==> config.mk <==
export PLATFORM = sky130hd
export DESIGN_NAME = dpram_fifo_ctrl
export DESIGN_NICKNAME = d
export VERILOG_FILES = /design/src/rtl/dpram_fifo_pkg.sv /design/src/rtl/fifo_ptr.sv /design/src/rtl/dpram_fifo_ctrl.sv
export SDC_FILE = /design/constraint.sdc
export NUM_CORES = 1
export LEC_CHECK = 0
export ABC_AREA = 1
export CAP_MARGIN = 10
export CORE_AREA = 2 2 77 79
export DETAILED_ROUTE_END_ITERATION = 16
export DIE_AREA = 0 0 79 81
export GPL_TIMING_DRIVEN = 1
export PLACE_DENSITY = 0.59
export SLEW_MARGIN = 30
export SYNTH_ARGS = -nofsm -noshare
export SYNTH_HDL_FRONTEND = slang
export SYNTH_SLANG_ARGS = --single-unit
==> constraint.sdc <==
create_clock -name clk -period 3.9 [get_ports clk]
set_clock_uncertainty 0.1 [all_clocks]
set_input_delay 0.975 -clock clk [delete_from_list [all_inputs] [get_ports clk]]
set_output_delay 0.975 -clock clk [all_outputs]
set_load 0.03 [all_outputs]
==> src/rtl/dpram_fifo_pkg.sv <==
// Shared defaults and width helpers for the dual-port-RAM FIFO controller.
package dpram_fifo_pkg;

  localparam int DATA_W_DEF = 4;
  localparam int ADDR_W_DEF = 5;
  localparam int DEPTH      = 2 ** ADDR_W_DEF;
  localparam int CNT_W      = ADDR_W_DEF + 1;

  // Occupancy needs one extra bit so that a completely full FIFO is representable.
  function automatic int cnt_width(input int addr_w);
    return addr_w + 1;
  endfunction

endpackage

==> src/rtl/fifo_ptr.sv <==
// Wrapping ADDR_W-bit FIFO pointer with increment enable and synchronous reset.
module fifo_ptr
  import dpram_fifo_pkg::*;
#(
  parameter int ADDR_W = ADDR_W_DEF
) (
  input  logic              clk,
  input  logic              rst,
  input  logic              inc,
  output logic [ADDR_W-1:0] ptr
);

  // NOTE: sequential state uses non-blocking assignments so every flop samples pre-edge values.
  always_ff @(posedge clk) begin
    if (rst)      ptr <= '0;
    else if (inc) ptr <= ptr + 1'b1;
  end

endmodule

==> src/rtl/dpram_fifo_ctrl.sv <==
// FIFO controller wrapping an external dual-port RAM (port A write, port B read).
// Optional almost_full/almost_empty outputs are enabled by defining DPRAM_FIFO_ALMOST_EN.
module dpram_fifo_ctrl
  import dpram_fifo_pkg::*;
#(
  parameter int DATA_W          = DATA_W_DEF,
  parameter int ADDR_W          = ADDR_W_DEF,
  parameter int ALMOST_FULL_TH  = 28,
  parameter int ALMOST_EMPTY_TH = 4
) (
  input  logic                        clk,
  input  logic                        rst,
  input  logic                        wr_en,
  input  logic [DATA_W-1:0]           wr_data,
  output logic                        full,
  input  logic                        rd_en,
  output logic [DATA_W-1:0]           rd_data,
  output logic                        rd_valid,
  output logic                        empty,
  output logic [cnt_width(ADDR_W)-1:0] count,
  output logic                        overflow,
  output logic                        underflow,
`ifdef DPRAM_FIFO_ALMOST_EN
  output logic                        almost_full,
  output logic                        almost_empty,
`endif
  output logic                        ram_ena,
  output logic                        ram_wea,
  output logic [ADDR_W-1:0]           ram_addra,
  output logic [DATA_W-1:0]           ram_dia,
  output logic                        ram_enb,
  output logic [ADDR_W-1:0]           ram_addrb,
  input  logic [DATA_W-1:0]           ram_dob
);

  localparam int              CW        = cnt_width(ADDR_W);
  localparam logic [CW-1:0]   DEPTH_CNT = CW'(2 ** ADDR_W);

  logic [ADDR_W-1:0] wr_ptr;
  logic [ADDR_W-1:0] rd_ptr;
  logic              wr_acc;
  logic              rd_acc;
  logic [CW-1:0]     count_next;
  logic [DATA_W-1:0] rd_data_q;

  // Accepts use the registered flags, so a full/empty decision never depends on this cycle's traffic.
  assign wr_acc    = wr_en & ~full & ~rst;
  assign rd_acc    = rd_en & ~empty & ~rst;

  assign ram_ena   = wr_acc;
  assign ram_wea   = wr_acc;
  assign ram_addra = wr_ptr;
  assign ram_dia   = wr_data;
  assign ram_enb   = rd_acc;
  assign ram_addrb = rd_ptr;

  assign rd_data   = rd_valid ? ram_dob : rd_data_q;

  fifo_ptr #(.ADDR_W(ADDR_W)) u_wr_ptr (.clk(clk), .rst(rst), .inc(wr_acc), .ptr(wr_ptr));
  fifo_ptr #(.ADDR_W(ADDR_W)) u_rd_ptr (.clk(clk), .rst(rst), .inc(rd_acc), .ptr(rd_ptr));

  // NOTE: the default assignment first keeps this block free of inferred latches.
  always_comb begin
    count_next = count;
    case ({wr_acc, rd_acc})
      2'b10:   count_next = count + 1'b1;
      2'b01:   count_next = count - 1'b1;
      default: count_next = count;
    endcase
  end

  always_ff @(posedge clk) begin
    if (rst) begin
      count     <= '0;
      empty     <= 1'b1;
      full      <= 1'b0;
      rd_valid  <= 1'b0;
      overflow  <= 1'b0;
      underflow <= 1'b0;
      rd_data_q <= '0;
    end else begin
      count    <= count_next;
      empty    <= (count_next == '0);
      full     <= (count_next == DEPTH_CNT);
      rd_valid <= rd_acc;
      if (wr_en && full)  overflow  <= 1'b1;
      if (rd_en && empty) underflow <= 1'b1;
      if (rd_valid)       rd_data_q <= ram_dob;
    end
  end

`ifdef DPRAM_FIFO_ALMOST_EN
  localparam logic [CW-1:0] AF_TH = CW'(ALMOST_FULL_TH);
  localparam logic [CW-1:0] AE_TH = CW'(ALMOST_EMPTY_TH);

  always_ff @(posedge clk) begin
    if (rst) begin
      almost_full  <= 1'b0;
      almost_empty <= 1'b1;
    end else begin
      almost_full  <= (count_next >= AF_TH);
      almost_empty <= (count_next <= AE_TH);
    end
  end
`endif

endmodule

==> results of run 1 <==
[power by group]
part           switching [µW]  internal, µW
combinational             203           133
sequential               39.6           287
clock                    80.9          72.3
[routing by layer]
| layer | vias up | routed length, µm |
|---|---|---|
| met4 | 0 | 0 |
| li1 | 664 | - |
| met2 | 27 | 1410 |
| met3 | 0 | 132 |
| met1 | 564 | 1510 |
| met5 | - | 0 |
[through the flow]
| step | total power, µW | hold WS, ns | setup slack [ns] | instance area (µm²) | instances |
|---|---|---|---|---|---|
| final | 816 | 0.373 | 0.593 | 1800 | 300 |
| after global routing | 878 | 0.410 | 0.530 | 1800 | 300 |
| after CTS | 828 | 0.378 | 0.582 | 1800 | 300 |
| after detailed placement | 671 | 0.365 | 0.551 | 1750 | 296 |
| after global placement | 668 | 0.354 | 0.570 | 1750 | 296 |
| after floorplan | 558 | 0.348 | 0.763 | 1340 | 191 |
[tightest hold or removal path, delay by kind of cell (launching register included)]
family,cells,cell delay [ns]
AOI/OAI and AO/OA,1,0.06
and+or+nand+nor,1,0.07
DFF,1,0.30
[cells by family (layout without fill, tap and decap cells)]
| logic type | after synthesis | after routing | synth area share |
|---|---|---|---|
| AO/OA/AOI/OAI | 26 | 26 | 0.102 |
| XOR/XNOR | 4 | 4 | 0.0261 |
| adder cells (fa/ha/maj) | 4 | 4 | 0.0373 |
| buffers and inverters | 37 | 71 | 0.118 |
| flip-flops | 25 | 25 | 0.373 |
| AND/OR/NAND/NOR | 95 | 95 | 0.344 |
[registers in the layout (all words and copies together) (netlist names)]
name / cells
count: 6
empty: 1
full: 1
overflow: 1
rd_data_q: 4
rd_valid: 1
u_rd_ptr.ptr: 5
u_wr_ptr.ptr: 5
underflow: 1
[final cells by class]
cell class                      count  area share
Tap cell                           75      0.0521
Multi-Input combinational cell    129       0.379
Timing Repair Buffer               38       0.203
Inverter                           29      0.0605
Clock inverter                      1     0.00417
Clock buffer                        3      0.0229
Sequential cell                    25       0.278
[worst max-delay path by stage]
stage	from	end	slack, ns	depth (start not counted)
finish	ram_dob[1]	rd_data[1]	0.59	4
global route	ram_dob[0]	rd_data[0]	0.53	4
CTS	ram_dob[1]	rd_data[1]	0.58	4
detailed placement	rst	empty	0.55	16
global placement	rst	empty	0.57	16
floorplan	wr_en	empty	0.76	13
[placed cells by master (no fill, tap or decap), types with 3 or more instances in the layout]
master            n
a21oi_1          20
buf_4             6
clkbuf_8          3
clkdlybuf4s50_1  32
dfxtp_1          25
ha_1              4
inv_1            24
inv_2             5
nand2_1          43
nand2_2           7
nand3_1          14
nand3_2           3
nor2_1           16
nor2_2            4
nor3_1            3
o21ai_0           4
==> flow_summary.yaml, run 1 <==
run:
  cap_viol_max_count: 0
floorplanning:
  dieArea_um2: 6400
  start_util: 0.236
  ioPinCount: 44
  core_area_um2: 5680
  fp.dieW_um: 79
  die_h_um: 81
  placementRows: 28
final_layout:
  multi_input_area_um2: 683
  nNetsFinal: 242
  regArea_um2: 500
  area_delta_synth_final_pct: 34.2
  drive_gt1_frac: 0.147
  insertedDiodeCount: 0
  fill_cells: 637
  fin_util: 0.317
global_routing:
  use_met2: 0.175
  grt_overflow_total: 0
  grt_pass1_vias: 1179
  met1_usage: 0.140
  grt_antenna_before_repair: 0
  grt_max_degree: 16
  grt_usage: 0.105
  grt_pass1_wl_um: 5400
  busiest_layer: "met2"
  use_met3: 0.0289
power:
  p_leak_uw: 0.000837
  peakVddDrop_mv: 0.177
  power_per_cell_area_nw_per_um2: 453
synth:
  synthFlopType: "dfxtp_1"
  yosysTopAreaCell: "dfxtp_1"
  synthTopCellsByCount: "nand2_1, dfxtp_1, inv_1, a21oi_1, nor2_1"
  synthCells: 191
  postSynthAreaPerCell_um2: 7.02
  synth-edff-count: 0
  synth_seq_cells: 25
  synth_top_area_frac: 0.373
  async_flop_share: 0
  yosysMostFrequentCell: "nand2_1"
  syn-cell-area_um2: 1340
  synth_area_leaders: "dfxtp_1, nand2_1, a21oi_1, inv_1, nand3_1"
  ys_seq_area_frac: 0.373
  yosys_warnings: 0
  ys_types: 23
  syn_nets: 207
clock_tree:
  cts_inserted_buffers: 3
  cts_htree_levels: 1
  cts_buffer_depth: 2
  cts_resized: 0
  insertion_delay_ns: 0.27
  holdBufCountCts: 0
  clk_pin_slew_ns: 0.08
  root_buffer: "clkbuf_8"
  cts_tree: "yes"
  post_cts_buffers: 0
  cts.sinks: 25
worst_setup_path:
  reg2reg_from: "full"
  slowest_stage: "clkdlybuf4s50_1"
  cp_data_required_time_ns: 2.82
  r2r-end: "empty"
  worst_path_largest_cell_delay_ns: 0.66
  r2r_cells: 17
  crit_arrival_ns: 2.23
  r2r_slack_ns: 1.71
  path_class: "input port to primary output"
  crit_buf_inv: 2
  crit_family: "buffers and inverters"
  path_max_fanout: 2
  cp_cell_sequence: "clkdlybuf4s50_1 -> nand2_1 -> nand2_1 -> clkdlybuf4s50_1"
  end_kind: "primary output"
  startpoint_type: "input port"
sta:
  rsz0062_at_grt: "false"
  finalMaxSlewViolations: 0
  hold_violations: 0
  setup_tns_ns: 0
  min_period_ns: 3.31
  worst_pin_slew_ns: 0.422
  fin_crit_sh: 0.848
  max-slew-margin-rel: 0.718
  setup_viol: 0
  max_freq_ghz: 0.302
drt:
  avgRoutedWirePerCell_um: 10.2
  drt_pass1_iterations: 4
  vias_per_cell: 4.18
  dr_total_vias: 1255
  drc_errors: 0
  antenna_left: 0
  drtIter0Drc: 48
  finalWirelength_um: 3060
hold_path:
  min_path_cells: 2
  min_to: "rd_data_q[3]"
  hold_path_class: "flop to flop"
  hp-start: "rd_data_q[3]"
outcome:
  outcome: "complete, no violations"
placed_design:
  portBuffers: 35
  dp_hpwl_um: 2460
  place.gp.congestion: 0.834
(Power assumes the default switching activity.)
==> run 2: changes to the inputs <==
--- a/config.mk
+++ b/config.mk
@@ -11,7 +11,7 @@
 export DETAILED_ROUTE_END_ITERATION = 16
 export DIE_AREA = 0 0 79 81
 export GPL_TIMING_DRIVEN = 1
-export PLACE_DENSITY = 0.59
+export PLACE_DENSITY = 0.6
 export SLEW_MARGIN = 30
 export SYNTH_ARGS = -nofsm -noshare
 export SYNTH_HDL_FRONTEND = slang
==> constraint.sdc (replaced) <==
create_clock -name clk -period 3 [get_ports clk]
set_clock_uncertainty 0.1 [all_clocks]
set_input_delay 0.75 -clock clk [delete_from_list [all_inputs] [get_ports clk]]
set_output_delay 0.75 -clock clk [all_outputs]
set_load 0.03 [all_outputs]
==> run 2 against run 1 <==
Net effect:
- clock power up 35%
- flip-flop and latch count unchanged
- critical path type unchanged
- sequential power up 29%
==> flow_summary.yaml, run 2 (synthesis results as in run 1) <==
clock_tree:
  cts_resized: 0
  cts_htree_levels: 1
  cts_tree: "yes"
  clk_pin_slew_ns: 0.09
  cts_buffer_depth: 2
  insertion_delay_ns: 0.27
  cts_inserted_buffers: 3
  post_cts_buffers: 0
  cts.sinks: 25
  root_buffer: "clkbuf_8"
  holdBufCountCts: 0
final_layout:
  largest-register: "count"
  final_common_cell: "nand2_1"
  nNetsFinal: 252
  fill_cells: 642
  drive_gt1_frac: 0.179
  largest_reg_flops: 6
  reg_top3: "count x6, u_rd_ptr.ptr x5, u_wr_ptr.ptr x5"
  insertedDiodeCount: 0
  layout_common_cells: "nand2_1, clkdlybuf4s50_1, dfxtp_1"
  area_delta_synth_final_pct: 39.6
floorplanning:
  die_h_um: 81
  start_util: 0.236
  fp.dieW_um: 79
  dieArea_um2: 6400
  core_area_um2: 5680
  ioPinCount: 44
  placementRows: 28
sta:
  fin_crit_sh: 0.957
  rsz0062_at_grt: "false"
  worst_pin_slew_ns: 0.320
  finalMaxSlewViolations: 0
  min_period_ns: 2.87
  max_freq_ghz: 0.348
  max-slew-margin-rel: 0.786
  setup_tns_ns: 0
  setup_viol: 0
  hold_violations: 0
power:
  internal_power_uw: 664
  p_total_uw: 1090
  peakVddDrop_mv: 0.224
  power_per_cell_area_nw_per_um2: 585
  swShare: 0.394
  combPwrFrac: 0.425
  pwr-share-clk: 0.188
  p_switching_uw: 431
  p_leak_uw: 0.000887
  power_frac_seq: 0.387
drt:
  vias_per_cell: 4.14
  antenna_left: 0
  drc_errors: 0
  drtIter0Drc: 40
  drt_pass1_iterations: 4
  avgRoutedWirePerCell_um: 10.3
  finalWirelength_um: 3200
  dr_total_vias: 1283
worst_setup_path:
  startpoint_type: "input port"
  slowest_stage: "clkdlybuf4s50_1"
  end_kind: "primary output"
  worst_path_largest_cell_delay_ns: 0.67
  crit_arrival_ns: 2.02
  reg2reg_from: "full"
  r2r-end: "empty"
  cp_data_required_time_ns: 2.15
  r2r_cells: 16
  r2r_slack_ns: 0.90
  path_class: "input port to primary output"
  cp_cell_sequence: "clkdlybuf4s50_1 -> nand2_1 -> nand2_1 -> clkdlybuf4s50_1"
  path_max_fanout: 2
hold_path:
  hold_path_class: "flop to flop"
  min_to: "u_wr_ptr.ptr[4]"
  min_path_cells: 2
  hp-start: "u_wr_ptr.ptr[4]"
run:
  cap_viol_max_count: 0
placed_design:
  portBuffers: 35
  dp_hpwl_um: 2540
  place.gp.congestion: 0.813
global_routing:
  grt_max_degree: 14
  grt_overflow_total: 0
  grt_pass1_wl_um: 5370
  grt_antenna_before_repair: 0
  grt_pass1_vias: 1183
  grt_usage: 0.105
outcome:
  outcome: "complete, no violations"
-- run 2: worst max-delay path: cells and delay by family --
kind / cells / cell delay [ns]
and+or+nand+nor: 2 / 0.15
buffers and inverters: 2 / 1.13
-- run 2: worst max path at each step --
stage                     from         end  depth (start not counted)
CTS                 ram_dob[3]  rd_data[3]                          4
finish              ram_dob[3]  rd_data[3]                          4
global placement         wr_en       empty                         17
floorplan                wr_en       empty                         13
detailed placement         rst       empty                         16
global route        ram_dob[0]  rd_data[0]                          4
-- run 2: layer usage --
layer	track usage	wire, µm
met1	0.139	1590
met2	0.175	1450
met3	0.0289	155
met4	0.0155	15
met5	0	0
-- run 2: layout make-up --
| class | count | area [µm²] | area share |
|---|---|---|---|
| inverter | 29 | 109 | 0.0582 |
| tap | 75 | 93.8 | 0.0501 |
| timing repair buffer | 48 | 440 | 0.235 |
| sequential | 25 | 500 | 0.267 |
| clock buffer | 4 | 45.0 | 0.0241 |
| multi-input combinational | 129 | 683 | 0.365 |
-- run 2: power groups by stage --
| stage | clock, µW | sequential, µW | combinational (µW) |
|---|---|---|---|
| 2_1_floorplan | 0 | 494 | 232 |
| 3_3_place_gp | 0 | 434 | 464 |
| 3_5_place_dp | 0 | 432 | 466 |
| 4_1_cts | 211 | 425 | 469 |
| 5_1_grt | 220 | 434 | 506 |
| 6_report | 206 | 423 | 465 |
-- run 2: stage by stage --
step | setup slack [ns] | utilization | hold WS [ns] | instance area [µm²] | std cells
final | 0.130 | 0.330 | 0.362 | 1870 | 310
after global routing | 0.0787 | 0.330 | 0.402 | 1870 | 310
after CTS | 0.128 | 0.330 | 0.367 | 1870 | 310
after detailed placement | 0.0780 | 0.322 | 0.351 | 1830 | 306
after global placement | 0.0645 | 0.322 | 0.348 | 1830 | 306
after floorplan | 0.0884 | - | 0.348 | 1340 | 191
==> run 3: changes to the inputs <==
--- a/config.mk
+++ b/config.mk
@@ -10,6 +10,7 @@
 export CORE_AREA = 2 2 77 79
 export DETAILED_ROUTE_END_ITERATION = 16
 export DIE_AREA = 0 0 79 81
+export GPL_ROUTABILITY_DRIVEN = 0
 export GPL_TIMING_DRIVEN = 1
 export PLACE_DENSITY = 0.6
 export SLEW_MARGIN = 30
==> results of run 3 <==
Same layout as run 2: the final DEF is identical, and so are final timing and power.
